File: src/rtl/serial_pattern_tx.sv
`default_nettype none
// ============================================================================
// Module      : serial_pattern_tx
// Description : Serial bit-pattern transmitter. Sends a latched PAT_W-bit
//               pattern MSB-first on x_out, repeated reps times, with gap
//               idle-0 bits between repetitions. Reports busy/done and the
//               number of fully sent patterns.
// Ports       : clk        - system clock (rising edge)
//               rst        - asynchronous active-high reset
//               start      - burst request, only honoured while idle
//               pattern    - pattern to send (MSB first)
//               reps       - repetitions per burst (0 = request ignored)
//               gap        - idle-0 bits inserted between repetitions
//               x_out      - registered serial data
//               busy       - high while a burst is in progress
//               done       - one-cycle pulse when a burst completes
//               frame_cnt  - patterns fully sent in current/last burst
// Revision    : 1.0 - initial release
// ============================================================================
module serial_pattern_tx #(
    parameter int PAT_W = 3,
    parameter int CNT_W = 4,
    parameter int GAP_W = 4
) (
    input  logic             clk,
    input  logic             rst,
    input  logic             start,
    input  logic [PAT_W-1:0] pattern,
    input  logic [CNT_W-1:0] reps,
    input  logic [GAP_W-1:0] gap,
    output logic             x_out,
    output logic             busy,
    output logic             done,
    output logic [CNT_W-1:0] frame_cnt
);

    localparam int IDX_W = (PAT_W > 1) ? $clog2(PAT_W) : 1;

    localparam logic [1:0] C_IDLE  = 2'd0;
    localparam logic [1:0] C_SHIFT = 2'd1;
    localparam logic [1:0] C_GAP   = 2'd2;

    localparam logic [IDX_W-1:0] C_LAST_IDX = IDX_W'(PAT_W - 1);

    logic [1:0]       r_state;
    logic [PAT_W-1:0] r_pat;       // pattern latched at burst start
    logic [PAT_W-1:0] r_shift;     // bits still to be emitted, next one at MSB
    logic [CNT_W-1:0] r_reps;
    logic [GAP_W-1:0] r_gap;
    logic [IDX_W-1:0] r_idx;       // position of the bit currently on x_out
    logic [GAP_W-1:0] r_gap_cnt;   // idle cycles left, including the current one

    logic [CNT_W-1:0] w_frame_next;

    // reps is never larger than 2^CNT_W-1, so this cannot wrap before it
    // matches r_reps and ends the burst.
    assign w_frame_next = frame_cnt + CNT_W'(1);

    always_ff @(posedge clk or posedge rst) begin
        if (rst) begin
            r_state   <= C_IDLE;
            r_pat     <= '0;
            r_shift   <= '0;
            r_reps    <= '0;
            r_gap     <= '0;
            r_idx     <= '0;
            r_gap_cnt <= '0;
            x_out     <= 1'b0;
            busy      <= 1'b0;
            done      <= 1'b0;
            frame_cnt <= '0;
        end else begin
            done <= 1'b0;
            case (r_state)
                C_IDLE: begin
                    x_out <= 1'b0;
                    busy  <= 1'b0;
                    if (start && (reps != '0)) begin
                        r_pat     <= pattern;
                        r_reps    <= reps;
                        r_gap     <= gap;
                        frame_cnt <= '0;
                        busy      <= 1'b1;
                        x_out     <= pattern[PAT_W-1];
                        r_shift   <= pattern << 1;
                        r_idx     <= C_LAST_IDX;
                        r_state   <= C_SHIFT;
                    end
                end

                C_SHIFT: begin
                    if (r_idx != '0) begin
                        x_out   <= r_shift[PAT_W-1];
                        r_shift <= r_shift << 1;
                        r_idx   <= r_idx - IDX_W'(1);
                    end else begin
                        // Bit 0 has just completed its cycle on the line.
                        frame_cnt <= w_frame_next;
                        if (w_frame_next == r_reps) begin
                            r_state <= C_IDLE;
                            x_out   <= 1'b0;
                            busy    <= 1'b0;
                            done    <= 1'b1;
                        end else if (r_gap != '0) begin
                            r_state   <= C_GAP;
                            x_out     <= 1'b0;
                            r_gap_cnt <= r_gap;
                        end else begin
                            // Back-to-back repetition, no idle cycle.
                            x_out   <= r_pat[PAT_W-1];
                            r_shift <= r_pat << 1;
                            r_idx   <= C_LAST_IDX;
                        end
                    end
                end

                C_GAP: begin
                    if (r_gap_cnt == GAP_W'(1)) begin
                        x_out   <= r_pat[PAT_W-1];
                        r_shift <= r_pat << 1;
                        r_idx   <= C_LAST_IDX;
                        r_state <= C_SHIFT;
                    end else begin
                        x_out     <= 1'b0;
                        r_gap_cnt <= r_gap_cnt - GAP_W'(1);
                    end
                end

                default: begin
                    r_state <= C_IDLE;
                    x_out   <= 1'b0;
                    busy    <= 1'b0;
                end
            endcase
        end
    end

endmodule
`default_nettype wire

File: config.mk
export PLATFORM = sky130hd
export DESIGN_NAME = serial_pattern_tx
export DESIGN_NICKNAME = d
export VERILOG_FILES = /design/src/rtl/serial_pattern_tx.sv
export SDC_FILE = /design/constraint.sdc
export NUM_CORES = 1
export LEC_CHECK = 0
export CORE_ASPECT_RATIO = 0.6
export CORE_MARGIN = 3
export CORE_UTILIZATION = 45
export DETAILED_ROUTE_END_ITERATION = 10
export PLACE_DENSITY = 0.79
export SLEW_MARGIN = 15
export SYNTH_ARGS = -nofsm -noshare
export SYNTH_HDL_FRONTEND = slang
export SYNTH_SLANG_ARGS = --single-unit
File: constraint.sdc
create_clock -name clk -period 1.9 [get_ports clk]
set_input_delay 0.475 -clock clk [delete_from_list [all_inputs] [get_ports clk]]
set_output_delay 0.475 -clock clk [all_outputs]
set_load 0.01 [all_outputs]
# == After elaboration in Yosys (flattened, before gate mapping) ==
# Index checks and enable logic that the tools add are counted.
# word_totals
inputBits,14
wordCells,82
ff_bits,29
# classes
n_eq_ne,14
reduce_logical,14
mux,39
n_bitwise,1
add_sub_neg,3
# ops
operator,count
$mux W4,6
$mux W2,10
$pmux W4 S2,2
$mux W3,5
$ne A2 B2 Y1 const B,7
$pmux W2 S3,2
$mux W1,11
$reduce_and A5 Y1,2
$ne A3 B3 Y1 const B,3
$pmux W3 S3,1
$reduce_bool A4 Y1,2
$pmux W1 S3,2
$reduce_and A3 Y1,2
$reduce_bool A2 Y1,3
$add A4 B1 Y4 const B,1
$eq A4 B1 Y1 const B,1
$eq A4 B4 Y1,1
$reduce_and A4 Y1,1
$sub A4 B1 Y4 const B,1
$reduce_bool A3 Y1,1
$eq A2 B1 Y1 const B,1
$eq A2 B2 Y1 const B,1
$logic_not A2 Y1,1
$reduce_and A2 Y1,1
other kinds (3),3

# == Logic depth before layout (Yosys ltp) ==
# logic_depth
ltp_word,5
mapped_depth,9

# == Worst setup path before layout ==
# No wires, ideal clock.
# synth_timing
kind,register to register
start,register frame_cnt[0]
end,register r_idx[1]
period_less_slack_ps,2011
setup_slack_ps,-111
path_stages_with_launch,7
t_arrival_ps,1886
path_buffers,0
required_time_ps,1775
cell_sequence,dfrtp_1 > ha_1 > xor3_2 > nor3_4 > nand2_2 > o21a_4 > mux2_4
# synth_between
elab_chain_len,4
# synth_rtl
element,line_no,source
"start, declared",34,output logic [CNT_W-1:0] frame_cnt
"start signal, assigned",98,frame_cnt <= w_frame_next;
$add A4 B1 Y4,57,assign w_frame_next = frame_cnt + CNT_W'(1);
$eq A4 B4 Y1,99,if (w_frame_next == r_reps) begin
$ne A3 B3 Y1 (no line),-,
$reduce_and A5 Y1 (no line),-,
"end signal, assigned",95,r_idx <= r_idx - IDX_W'(1);
"end, declared",50,logic [IDX_W-1:0] r_idx;
# Every way passes these cells.
# A chain may end at the register's enable or synchronous reset.

# == Final worst setup path ==
# layout_timing
start,register frame_cnt[0]
end,register r_shift[2]
# layout_between
elab_chain_len,4
# layout_rtl
element,line_no,source
$add A4 B1 Y4,57,
$eq A4 B4 Y1,99,
$ne A3 B3 Y1 (no line),-,
$reduce_and A5 Y1 (no line),-,
"end signal, assigned",94,r_shift <= r_shift << 1;
"end signal, assigned",111,r_shift <= r_pat << 1;
"end signal, assigned",120,r_shift <= r_pat << 1;
"end, declared",47,logic [PAT_W-1:0] r_shift;
# Every way passes these cells.

==> metrics.csv <==
metric;value;unit
ys async rst share;100;%
Commonest cells post-synth;nand2_1 (34), dfrtp_1 (28), inv_1 (13);
Hold WS;506;ps
dpl cell area;0.00206;mm2
slowest stage delay, CP;440;ps
row count;16;
post-synth net total;191;
worst min-delay path class;flip-flop to flip-flop;
1st-pass router iterations;5;
Final Hold Viols;0;
Finished Layout Cells;262;
Crit-path slowest cell;dfrtp_2;
post-layout util;67.1;%
gr ovfl total;0;
most numerous cell in the Yosys netlist;nand2_1;
Synth area leader;dfrtp_1;
Skew-Pair Late Insertion Delay;290;ps
Die X;83.9;um
ys flop type;dfrtp_1;
fin crit period;1930;ps
DRC;0;
failing checks;setup timing;
total power;0.00175;W
DIE AREA;0.00442;mm2
M1 GR Usage;24.4;%
final setup fails;4;
post-route cell area;0.00226;mm2
Inserted Diodes;0;
fin nets;241;
Final ANT Viol Nets;0;
RSZ-0062 raised after global routing;true;
Sink Count;28;
P_leak;1.07;nW
setup slack after layout;-29.9;ps
Max rail drop VDD;624;uV
Max-slew headroom;76.2;%
effective utilization at floorplan;48.7;%
Max Cap Viol;0;
Cell Area, Synth;0.00164;mm2
clk slew on worst S/H paths;100;ps
Slew @ Worst Pin;353;ps
Critical Path AT;2110;ps
Mapped Avg Cell Area;9.74;um2
Mapped Cells;168;
Via density;5.78;
critical path class;flip-flop to flip-flop;
Req. time, crit path;2080;ps
Port Buffers;20;
Chip Height;52.7;um
hpwl dp;3140;um
CTS tree;done;
post-synth top area share;42.8;%
routed vias;1515;
crit path cell chain;ha_4 -> xor2_2 -> nor3_4 -> nand2_2 -> o21a_4 -> mux2_4;
cell total after placement;251;
WL final;4490;um
YS warnings;0;
Peak Freq;518;MHz
Area contributors post-synth;dfrtp_1 (43%), nand2_1 (7.8%), ha_1 (6.9%);
layout cells sized above 1;29.5;%
pin count of the biggest net entering global routing;29;
sequential fraction of the synthesis area;42.8;%
Post-synth EDFFs;0;
Final Slew Violations;0;
clock root buffer;clkbuf_8;
Yosys reg bits;28;
first-pass GRT wire length;6800;um
GRT Resource Usage Total;20.0;%
H-tree Lvls;1;
core footprint;0.00336;mm2
filler cell count;243;
First DRT Iteration DRCs;148;
startpoint types;flip-flop;
RePlAce Congestion;0.945;
fin crit share;102;%
P&R area growth vs syn;37.8;%
IO Pins;21;
met3 Track Usage GR;4.71;%
WL per Instance;17.2;um
library cells used by synthesis;42;
gr busiest metal;met2;
met2 Track Usage GR;36.0;%
TritonCTS Buffers;3;
CP Max Fanout;4;
CP endpoint kind;flip-flop;
status;complete, but fails checks;
vias in the first global route;1393;
CTS Buffer Depth;2;
initial antenna violation count;0;
skew final;6.30;ps
power per cell area;775;mW/mm2
-- timing repair --
item | 4_1_cts | 5_1_grt
pin swaps | 2 | 6
hold buffers | 0 | 0
hold endpoints to repair | 0 | 0
setup endpoints to repair | 4 | 11
gates resized for setup | 4 | 16
buffers inserted | 0 | 7
-- routing by layer --
metal | vias up | wire (um)
met3 | 19 | 333
met2 | 87 | 2130
met5 | - | 0
met1 | 734 | 1890
met4 | 0 | 141
li1 | 675 | -
-- critical path, delay by kind of cell, from the launching register on --
family	cells	cell delay, ps
multiplexers	1	300
XOR/XNOR	1	180
AND/OR/NAND/NOR	2	370
AO/OA/AOI/OAI	1	260
flip-flops	1	440
adder cells (fa/ha/maj)	1	260
-- cells by family after synthesis --
kind of cell,after synthesis,share of synthesized area (%)
and+or+nand+nor,58,17.3
adders and majority gates,9,6.88
xor gates and xnor gates,5,4.13
muxes,12,8.64
DFF,28,42.8
buffers and inverters,19,4.66
AOI/OAI and AO/OA,37,15.6
-- power breakdown --
part / total, W / internal [W] / switching [W]
clock: 0.000493 / 0.000283 / 0.000210
sequential: 0.000679 / 0.000644 / 0.0000355
combinational: 0.000577 / 0.000298 / 0.000280
total: 0.00175 / 0.00122 / 0.000525
-- area by class of cell --
type                    count  area, um2  area share (%)
well taps                  45       56.3            2.50
flip-flops and latches     28        702            31.1
clock buffers               3       41.3            1.83
repair buffers             51        444            19.7
inverters                  13       48.8            2.16
multi-input cells         121        933            41.4
clock inverters             1       30.0            1.33
-- stage by stage --
stage                     setup TNS, ps  worst slack [ps]
after floorplan                       0              45.6
after CTS                         -10.2             -6.68
after global routing               -315             -70.8
after global placement            -3320              -240
after detailed placement          -4290              -275
final                             -89.7             -29.9
-- cell usage in the layout, fill, tap and decap left out, drive strengths merged, types with 6 or more instances in the layout --
cell           instances
inv                   13
a21oi                  8
o21ai                 10
mux2                   8
dfrtp                 28
nor2                   6
clkdlybuf4s50         20
buf                   31
ha                     9
nand2                 35
-- flip-flops by register name, indices dropped and copies added, names as in the netlist --
signal / count
r_gap_cnt: 4
r_state: 2
r_reps: 4
x_out: 1
frame_cnt: 4
r_pat: 3
busy: 1
r_shift: 2
done: 1
r_gap: 4
r_idx: 2
-- final timing paths --
check                      slack, ps  cells past startpoint      endpoint          from
min in group asynchronous        540                      3         x_out           rst
min                              510                      2      r_pat[0]      r_pat[0]
max reg2reg                      -30                      6    r_shift[2]  frame_cnt[0]
max                              -30                      6    r_shift[2]  frame_cnt[0]
min reg2reg                      510                      2      r_pat[0]      r_pat[0]
max in group asynchronous       1070                      3  frame_cnt[0]           rst
Power figures use the tool's default switching activity.
==> patch, RTL diff (config.mk and constraints unchanged) <==
The parameter `GAP_W` goes from 4 to 6.
--- a/src/rtl/serial_pattern_tx.sv
+++ b/src/rtl/serial_pattern_tx.sv
@@ -20,7 +20,7 @@
 module serial_pattern_tx #(
     parameter int PAT_W = 3,
     parameter int CNT_W = 4,
-    parameter int GAP_W = 4
+    parameter int GAP_W = 6
 ) (
     input  logic             clk,
     input  logic             rst,
Interface: changed (resized gap); port bits go from 21 to 23. No check against the original RTL was run, so the function may have changed too.
==> patch against the unedited design <==
The flow still finishes with violations (setup timing); area after synthesis increased by 12%; sequential cell count increased by 4; cell area increased by 11%; final cell count increased by 12%; first-iteration DRC count increased by 27%; setup slack got worse by 0.032 ns; critical path depth decreased by 1; wire length decreased by 1.8%; critical path type unchanged; largest cell class unchanged.
Power is not compared: it rests on default switching activity, and its combinational part moved more than twofold at a synthesized area within 25%.
==> patch: results (changes against the unedited design) <==
* Num CTS Buffers at 5 (+2)
* Fraction of area in multi-input gates at 41.3% (-0.043 points)
* Metal-1 WL at 2280 µm (+21%)
* Multi-input logic cell count at 142 (+17%)
* ClkCell Share at 3.71% (+0.55 points)
* Vias in the first global route at 1499 (+7.6%)
* Layout cells sized above 1 at 28.7% (-0.75 points)
* Port bufs at 22 (+10%)
* DRT Wirelength at 4410 µm (-1.8%)
* Setup violators final at 4 (unchanged)
* Sequential area share after synthesis at 43.7% (+0.93 points)
* Outcome: finished with violations
* #FFs+latches synth at 32 (+14%)
* Drt pass-1 iters at 4 (-1)
* Clk_buf instances at 6 (+3)
* Met1 layer usage reported by global route at 32.2% (+7.8 points)
* Nets at 271 (+12%)
* Worst Slack Setup Final at -0.0620 ns (-0.0321 ns)
* Met3 WL at 243 µm (-27%)
* First-pass GRT wire length at 7330 µm (+7.7%)
* Fraction of area in registers at 32.2% (+1.1 points)
* Violated checks: setup timing
* First DRT Iteration DRCs at 188 (+27%)
* GR met3 Demand/Resource at 4.92% (+0.21 points)
* Vias at 1592 (+5.1%)
## patch: cell count changes after synthesis, sizes merged, moves of 3 or more
cell,delta
nor2,+3
a22o,+3
a21oi,+7
dfrtp,+4
nor3,+4
## patch: metrics by stage
stage	power, mW	utilization [%]
2_1_floorplan	2.56	-
3_3_place_gp	3.35	61.2
3_5_place_dp	3.42	61.2
4_1_cts	3.98	63.6
5_1_grt	4.48	66.0
6_report	4.16	66.0
## patch: cell families after synthesis
group                    after synthesis  synth area share (%)
adder cells (fa/ha/maj)                9                  6.15
buffers and inverters                 20                  4.37
XOR/XNOR                               5                  3.21
flip-flops                            32                  43.7
multiplexers                          11                  6.56
AND/OR/NAND/NOR                       75                  20.5
AO/OA/AOI/OAI                         42                  15.4
## patch: worst reg2reg max path: stages (launching register included)
cell and delay, ns:
dfrtp_1 0.43, xor3_1 0.39, nor3_2 0.26, nand3_2 0.20, o21ai_4 0.24, mux2_1 0.34
